`config.mk`:
```
export PLATFORM = sky130hd
export DESIGN_NAME = farm_sensor
export DESIGN_NICKNAME = d
export VERILOG_FILES = /design/src/rtl/farm_sensor.sv
export SDC_FILE = /design/constraint.sdc
export NUM_CORES = 1
export LEC_CHECK = 0
export ABC_AREA = 1
export CAP_MARGIN = 0
export CORE_MARGIN = 3
export CORE_UTILIZATION = 60
export DETAILED_ROUTE_END_ITERATION = 10
export DONT_BUFFER_PORTS = 1
export HOLD_SLACK_MARGIN = 0.1
export MAX_ROUTING_LAYER = met4
export PLACE_DENSITY_LB_ADDON = 0.1
export SLEW_MARGIN = 0
export SYNTH_ARGS = -nofsm -noshare
export SYNTH_HDL_FRONTEND = slang
export SYNTH_SLANG_ARGS = --single-unit
```
`constraint.sdc`:
```
create_clock -name clk -period 3.47 [get_ports clk]
set_input_delay 0.1735 -clock clk [delete_from_list [all_inputs] [get_ports clk]]
set_output_delay 0.1735 -clock clk [all_outputs]
set_load 0.02 [all_outputs]
```
`src/rtl/farm_sensor.sv`:
```
// Farm-road vehicle sensor: synchronizes and debounces the loop detector, tracks
// the waiting-vehicle queue, and flags queue overflow and illegal lamp states.
module farm_sensor #(
    parameter int DEBOUNCE = 4,
    parameter int DEPART   = 8
) (
    input  logic       clk,
    input  logic       rst_n,
    input  logic       loop_raw,
    input  logic [2:0] light_highway,
    input  logic [2:0] light_farm,
    output logic       sensor,
    output logic [3:0] queue_cnt,
    output logic       overflow,
    output logic       conflict
);
    localparam logic [2:0] GRN = 3'b100;
    localparam logic [2:0] YEL = 3'b010;
    localparam logic [2:0] RED = 3'b001;
    localparam int SW = $clog2(DEBOUNCE + 1);
    localparam int TW = $clog2(DEPART + 1);

    logic          sync1_q, sync1_d, sync2_q, sync2_d;
    logic          deb_q, deb_d;
    logic [SW-1:0] stab_q, stab_d;
    logic [TW-1:0] tmr_q, tmr_d;
    logic [3:0]    cnt_q, cnt_d;
    logic          sensor_q, sensor_d;
    logic          ovf_q, ovf_d;
    logic          cfl_q, cfl_d;
    logic          arrive, depart, hw_ok, fm_ok, bad_lamp;

    always_comb begin
        sync1_d = loop_raw;
        sync2_d = sync1_q;
        deb_d   = deb_q;
        stab_d  = '0;
        arrive  = 1'b0;
        if (sync2_q != deb_q) begin
            if (stab_q == SW'(DEBOUNCE - 1)) begin
                deb_d  = sync2_q;
                arrive = sync2_q;
            end else begin
                stab_d = stab_q + 1'b1;
            end
        end
    end

    // Timer only runs while someone is waiting and the farm road has GREEN.
    always_comb begin
        tmr_d  = '0;
        depart = 1'b0;
        if (light_farm == GRN && cnt_q != 4'd0) begin
            if (tmr_q == TW'(DEPART - 1)) begin
                depart = 1'b1;
            end else begin
                tmr_d = tmr_q + 1'b1;
            end
        end
    end

    always_comb begin
        cnt_d = cnt_q;
        ovf_d = ovf_q;
        if (arrive && cnt_q == 4'd15) ovf_d = 1'b1;
        if (arrive && !depart && cnt_q != 4'd15) cnt_d = cnt_q + 4'd1;
        else if (depart && !arrive) cnt_d = cnt_q - 4'd1;
        sensor_d = (cnt_d != 4'd0);
    end

    always_comb begin
        hw_ok    = (light_highway == GRN) || (light_highway == YEL) || (light_highway == RED);
        fm_ok    = (light_farm == GRN) || (light_farm == YEL) || (light_farm == RED);
        bad_lamp = !hw_ok || !fm_ok
                 || (light_highway == GRN && light_farm != RED)
                 || (light_farm == GRN && light_highway != RED);
        cfl_d    = cfl_q | bad_lamp;
    end

    always_ff @(posedge clk or negedge rst_n) begin
        if (!rst_n) begin
            sync1_q  <= 1'b0;
            sync2_q  <= 1'b0;
            deb_q    <= 1'b0;
            stab_q   <= '0;
            tmr_q    <= '0;
            cnt_q    <= 4'd0;
            sensor_q <= 1'b0;
            ovf_q    <= 1'b0;
            cfl_q    <= 1'b0;
        end else begin
            sync1_q  <= sync1_d;
            sync2_q  <= sync2_d;
            deb_q    <= deb_d;
            stab_q   <= stab_d;
            tmr_q    <= tmr_d;
            cnt_q    <= cnt_d;
            sensor_q <= sensor_d;
            ovf_q    <= ovf_d;
            cfl_q    <= cfl_d;
        end
    end

    assign sensor    = sensor_q;
    assign queue_cnt = cnt_q;
    assign overflow  = ovf_q;
    assign conflict  = cfl_q;
endmodule
```
[Word level (Yosys, flattened, before mapping)]
Index checks and enable logic that the tools add are counted.
Widths: inputs -> output; s select.
Storage, ports and cells
  ROM bits: 0
  memories: 0
  memory bits (writable): 0
  output and inout port bits: 7
  register bits: 17
  word-level logic and storage cells: 58
  bits in latches: 0
  input bits: 9
Cells by class
  multipliers: 0
  add/sub/neg operators: 4
  magnitude comparators: 0
  div/mod/pow operators: 0
  mux-type cells: 10
  shift operators: 0
  equality and inequality tests: 13
  bitwise gates (word level): 1
  reduce and logical (&&, ||, !) cells: 21
Operators by type and width (number)
  $mux 4: 4
  $eq 3x2->1 const B: 3
  $add 4x1->4 const B: 2
  $reduce_bool 4->1: 2
  $logic_and 1x1->1: 7
  $logic_or 1x1->1: 7
  $eq 3x1->1 const B: 2
  $eq 3x3->1 const B: 2
  $mux 3: 2
  $ne 3x1->1 const B: 2
  $eq 4x3->1 const B: 1
  $eq 4x4->1 const B: 1
  $logic_not 1->1: 4
  $mux 1: 4
  $ne 4x4->1 const B: 1
  $sub 4x1->4 const B: 1
  $add 3x1->3 const B: 1
  $reduce_and 2->1: 1
  $ne 1x1->1: 1
  $or 1x1->1: 1

[Depth between registers and ports, before layout]
Gate-level depths: netlist of the first run.
  depth after elaboration: 8
  mapped depth: 11
  depth with buffers taken out: 11

[Worst setup path after synthesis of the first run]
Ideal clock, no wire load.
  kind: register to register
  start: reg cnt_q[0] (netlist: queue_cnt[0])
  end: reg sensor_q (netlist: sensor)
  path slack: 1871 ps
  buffers on the path: 0
  data required time: 3351 ps
  stages on the path, launching flop included: 11
  setup time: 119 ps
  data arrival time: 1480 ps
  cells stage by stage: dfrtp_1 inv_1 ha_1 nand2_2 nor2_4 nor2_8 nand4_1 nand2_1 nand2_1 a21oi_2 nand2_1
Between the ends
  cells in the longest elaborated chain, start to end: 8
RTL lines
  from (decl): line 27  | logic [3:0] cnt_q, cnt_d;
  from (signal assigned): line 97  | cnt_q <= cnt_d;
  branches (longest 6 deep; another with $sub 4x1->4)
  $mux 4 (*): line 66  | if (arrive && !depart && cnt_q != 4'd15) cnt_d = cnt_q + 4'd1;
  $reduce_bool 4->1 (*): line 68  | sensor_d = (cnt_d != 4'd0);
  named net sensor_d: line 28  | logic sensor_q, sensor_d;
  to (signal assigned): line 98  | sensor_q <= sensor_d;
  to (decl): line 28
Mark *: on every way through the listed nets, which the timed path passes.
A chain may end at the register's enable or synchronous reset.

[Worst setup path in the final report of the first run]
  start: reg cfl_q (netlist: conflict)
  end: reg cfl_q (netlist: conflict)
Between the ends
  cells in the longest elaborated chain, start to end: 1
RTL lines
  from (decl): line 30  | logic cfl_q, cfl_d;
  from (signal assigned): line 100  | cfl_q <= cfl_d;
  $or 1x1->1: line 77  | cfl_d = cfl_q | bad_lamp;
  named net cfl_d: line 30
The timed path passes the listed nets, and every way through them passes these cells.

==> results of run 1 <==
## sequential cells by signal (all words and copies together) (netlist names)
name,count
deb_q,1
sync1_q,1
stab_q,3
conflict,1
sync2_q,1
tmr_q,4
overflow,1
queue_cnt,4
sensor,1
## power groups by stage
stage	Combinational, W	Sequential (W)	Clock [W]
2_1_floorplan	0.000152	0.000302	0
3_3_place_gp	0.000175	0.000311	0
3_5_place_dp	0.000174	0.000313	0
4_1_cts	0.000183	0.000308	0.000113
5_1_grt	0.000210	0.000315	0.000123
6_report	0.000184	0.000308	0.000110
## cells in the mapped netlist, types with 2 or more instances
cell / instances / area [um2]
o21ai_0: 3 / 15.0
nand2_1: 13 / 48.8
dfrtp_1: 17 / 425
inv_2: 4 / 15.0
inv_1: 9 / 33.8
ha_1: 4 / 50.1
nand4_1: 3 / 18.8
nor2_8: 4 / 80.1
a21oi_1: 2 / 10.0
nor2_4: 2 / 22.5
nand2_4: 2 / 22.5
nand3_1: 8 / 40.0
nand3_4: 2 / 35.0
nor2_1: 8 / 30.0
nor3_1: 6 / 30.0
nand2_2: 3 / 18.8
## layer usage
metal	global-route usage (%)	vias up	part of all wire [%]
met2	33.0	27	50
met1	23.6	339	40
met4	13.6	0	3.0
met5	-	-	0
met3	3.13	5	6.2
li1	-	348	-
## worst paths after layout
path                                from           end  slack [ps]  cells after the start
max in group asynchronous          rst_n  queue_cnt[2]        2600                      1
hold / removal             light_farm[2]      tmr_q[2]         210                      4
setup reg to reg                conflict      conflict        1370                      4
min in group asynchronous          rst_n     stab_q[0]         380                      1
setup / recovery                conflict      conflict        1370                      4
hold reg to reg                  sync1_q       sync2_q         360                      0
## layout make-up
class	instances	area, um2	area share, %
multi-input combinational	70	502	46.7
sequential	17	425	39.6
timing repair buffer	5	50.0	4.66
inverter	13	48.8	4.54
clock buffer	3	22.5	2.10
tap	15	18.8	1.75
clock inverter	1	7.51	0.698
## cells by family after synthesis
group           share of synthesized area (%)
xor+xnor                                 1.80
compound gates                           6.67
fa+ha+maj                                5.13
simple gates                             37.8
flops                                    43.6
buf+inv                                  5.00
## worst max-delay path: stages (launching register included)
cell	delay, ps
dfrtp_1	480
a211oi_1	240
dlygate4sd3_1	590
o2111ai_1	90
dlygate4sd3_1	590
## stage by stage
step                instances  cell area [um2]
floorplan                 100              976
global placement          115              995
detailed placement        115              995
CTS                       124             1070
global route              124             1070
finish                    124             1070
==> impl_metrics.ini, run 1 <==
[power]
vdd_drop_max_v = 0.000446
p_per_area_nw_per_um2 = 560
p_int_w = 0.000350
p_leak_nw = 0.479
combPwrFrac_pct = 30.5
clkPwrFrac_pct = 18.3
swShare_pct = 41.8
finalPower_w = 0.000602
p_seq_share_pct = 51.2
switching_power_w = 0.000251

[timing]
clock-skew-final_ps = 4.50
worst_slew_pin_slew_ps = 774
setup_viol = 0
fmax_ghz = 0.476
rsz0062_at_grt = false
slew-limit-headroom_pct = 48.3
period_share_pct = 60.5
fin_crit_ps = 2100
setup_ws_ps = 1370
hold_ws_ps = 209
fin_setup_tns_ps = 0
hold_viol_final = 0
slew_viol_final = 0

[clock_network]
cts_buffers = 3
insertion_delay_ps = 300
ctsResizeCount = 0
htree_levels = 1
clk_pin_slew_ps = 100
ctsLongestPathBuffers = 2
cts_sinks = 17
postCtsSetupBuffers = 0
cts_tree = built
clockRootBuffer = clkbuf_4
cts_hold_buf = 5

[yosys]
synth_warnings = 0
ys_seq_elements = 17
yosysSeqAreaShare_pct = 43.6
synth_cell_type_count = 26
synth-async-reset-ratio_pct = 100
netlist_instances = 100
ys.flop_type = dfrtp_1
syn_area_um2 = 976
synth_edf_count = 0
postSynthAreaPerCell_um2 = 9.76
syn-num-nets = 113

[floorplanning]
io_pins = 16
start_util_pct = 69.0
num_rows = 13
fp.coreArea_um2 = 1420
dieArea_um2 = 2150
die-width_um = 46.3
die_y_um = 46.3

[layout]
fin_nets = 123
layout.cells.most_common = dfrtp_1
post-route-util_pct = 76.0
drive_gt1_share_pct = 22.9
most-common-layout-cells = dfrtp_1 (17), nand2_1 (13), inv_1 (9), nand3_1 (8), nor2_1 (8)
fillers = 102
diodes = 0
area_growth_syn_to_layout_pct = 10.1

[routing]
viasPerCell = 5.80
drcViolationCount = 0
avgRoutedWirePerCell_um = 13.9
vias = 719
drt_iter0_drc = 17
ant_nets = 0
drtPass1Iterations = 4
totalWireLength_mm = 1.73

[status]
status = completed

[global_route]
grt_pass1_wl_mm = 2.93
antenna_found_initial = 0
grtUsageTotal_pct = 20.6
grt_max_degree = 18
grt_pass1_vias = 725
overflow = 0

[placement]
pre_cts_slack_ps = 1710
dpl.hpwl_mm = 1.29
numPortBuffers = 0
place.gp.congestion = 0.841

[critical_path]
cp-start-kind = register
cp.required_ps = 3650
critical_path_class = register to register
end_kind = register
critical_path_arrival_ps = 2280
critPathMaxFanout = 2

[worst_hold_path]
min_path_type = primary input to register

[job]
max-cap-violations = 0
No activity file was read; power rests on OpenSTA's default activity.
==> run 2: changes to the inputs <==
Settings changed: CORE_UTILIZATION 60 to 54.
Clock period 3.47 ns to 1.76 ns, I/O delays scaled along.
==> run 2 against run 1 <==
First-iteration DRC count fell by 29%; die area is 9.6% higher; sequential share of layout area shrank 2.8 points; largest cell class unchanged.
==> impl_metrics.ini, run 2 (same netlist as run 1, synthesis figures left out) <==
[status]
status = completed

[timing]
fin_crit_ps = 1640
setup_viol = 0
slew_viol_final = 0
setup_ws_ps = 120
fmax_ghz = 0.610
fin_setup_tns_ps = 0
rsz0062_at_grt = false
worst_slew_pin_slew_ps = 718
hold_viol_final = 0
period_share_pct = 93.2
slew-limit-headroom_pct = 52.0
clock-skew-final_ps = 9.15

[floorplanning]
dieArea_um2 = 2350
die-width_um = 48.5
start_util_pct = 61.2
die_y_um = 48.5
num_rows = 14
fp.coreArea_um2 = 1590
io_pins = 16

[routing]
avgRoutedWirePerCell_um = 13.0
drtPass1Iterations = 4
viasPerCell = 5.35
vias = 754
drcViolationCount = 0
drt_iter0_drc = 12
ant_nets = 0
totalWireLength_mm = 1.84

[clock_network]
clockRootBuffer = clkbuf_4
insertion_delay_ps = 300
clk_pin_slew_ps = 110
cts_buffers = 3
cts_tree = built
htree_levels = 1
ctsLongestPathBuffers = 2
cts_sinks = 17
ctsResizeCount = 0

[layout]
most-common-layout-cells = dfrtp_1 (17), nand2_1 (13), inv_1 (9), dlygate4sd3_1 (9)
fin_nets = 131
diodes = 0
drive_gt1_share_pct = 24.8
design_area_um2 = 1160
finalNonFillerCells = 141
area_growth_syn_to_layout_pct = 18.5
layout.cells.most_common = dfrtp_1

[global_route]
grt_pass1_vias = 740
grt_pass1_wl_mm = 3.19
grtUsageTotal_pct = 17.9
grt_max_degree = 18
overflow = 0
antenna_found_initial = 0

[critical_path]
critical_path_class = primary input to register
critical_path_arrival_ps = 1800
max_stage_delay_ps = 600
cp_num_buf_inv = 4
cp-start-kind = primary input
end_kind = register
cp.required_ps = 1920
cp_common_cell = dlygate4sd3_1
crit_start = light_farm[1]
path_cells = dlygate4sd3_1 > inv_2 > nand3_2 > inv_1 > o22ai_1 > dlygate4sd3_1 > o2111ai_1
critical-path-top-delay-family = buffers and inverters
critPathMaxFanout = 3
cpMaxStageDelayCell = dlygate4sd3_1
r2r-start = queue_cnt[0]

[power]
clkPwrFrac_pct = 17.2
p_int_w = 0.000747
switching_power_w = 0.000513
swShare_pct = 40.7
vdd_drop_max_v = 0.000795
p_per_area_nw_per_um2 = 1090
p_seq_share_pct = 43.8
p_leak_nw = 0.517
finalPower_w = 0.00126
combPwrFrac_pct = 38.9

[worst_hold_path]
hold_path_startpoint = light_farm[2]
min_path_type = primary input to register

[job]
max-cap-violations = 0

[placement]
pre_cts_slack_ps = 172
numPlacedInstances = 128
numPortBuffers = 0
place.gp.congestion = 0.841
placed_cell_area_um2 = 1040
dpl.hpwl_mm = 1.22
==> run 2: changes by cell type in the layout (fill, tap and decap cells not counted) <==
cell	delta
dlygate4sd3_1	+4
buf_4	+4
==> run 2: metal layers <==
metal / global-route usage (%) / routed length [um] / share of wire, %
met1: 19.6 / 795 / 43
met2: 31.9 / 918 / 50
met3: 2.15 / 71 / 3.9
met4: 9.00 / 53 / 2.9
met5: - / 0 / 0
==> run 2: worst register-to-register path, cell delays in order (launching register included) <==
cell	delay, ps
dfrtp_1	420
inv_1	90
ha_1	250
nand2_2	100
nor2_4	50
nor2_8	120
nand4_1	120
nand3_1	120
nand2_1	80
nor2_1	100
nand2_1	60
==> run 2: metrics by stage <==
step	hold WS (ps)	utilization [%]
after global placement	-207	65.0
after global routing	144	72.5
after floorplan	-208	-
after detailed placement	-207	65.0
final	112	72.5
after CTS	123	72.5
==> run 2: timing repair <==
item,CTS,global route
hold buffers,9,0
setup buffers,0,0
endpoints found under the hold margin,19,0
==> run 2: power by group through the flow <==
| stage | clock [W] | combinational [W] | sequential [W] |
|---|---|---|---|
| floorplan | 0 | 0.000300 | 0.000596 |
| global placement | 0 | 0.000457 | 0.000556 |
| detailed placement | 0 | 0.000460 | 0.000562 |
| CTS | 0.000221 | 0.000489 | 0.000553 |
| global route | 0.000240 | 0.000540 | 0.000568 |
| finish | 0.000217 | 0.000491 | 0.000552 |
==> run 2: layout make-up <==
cell class              instances  area (um2)
flip-flops and latches         17         425
repair buffers                 13         120
well taps                      24        30.0
multi-input cells              70         502
clock buffers                   3        22.5
fillers                       114         438
inverters                      13        48.8
clock inverters                 1        7.51
==> run 2: worst paths after layout <==
kind | to | slack [ps] | depth (start not counted)
worst max register to register | sensor | 160 | 10
max in group asynchronous | queue_cnt[3] | 1020 | 1
min in group asynchronous | tmr_q[1] | 270 | 1
worst max-delay path | conflict | 120 | 7
worst min register to register | sync2_q | 360 | 0
worst min-delay path | tmr_q[2] | 110 | 4
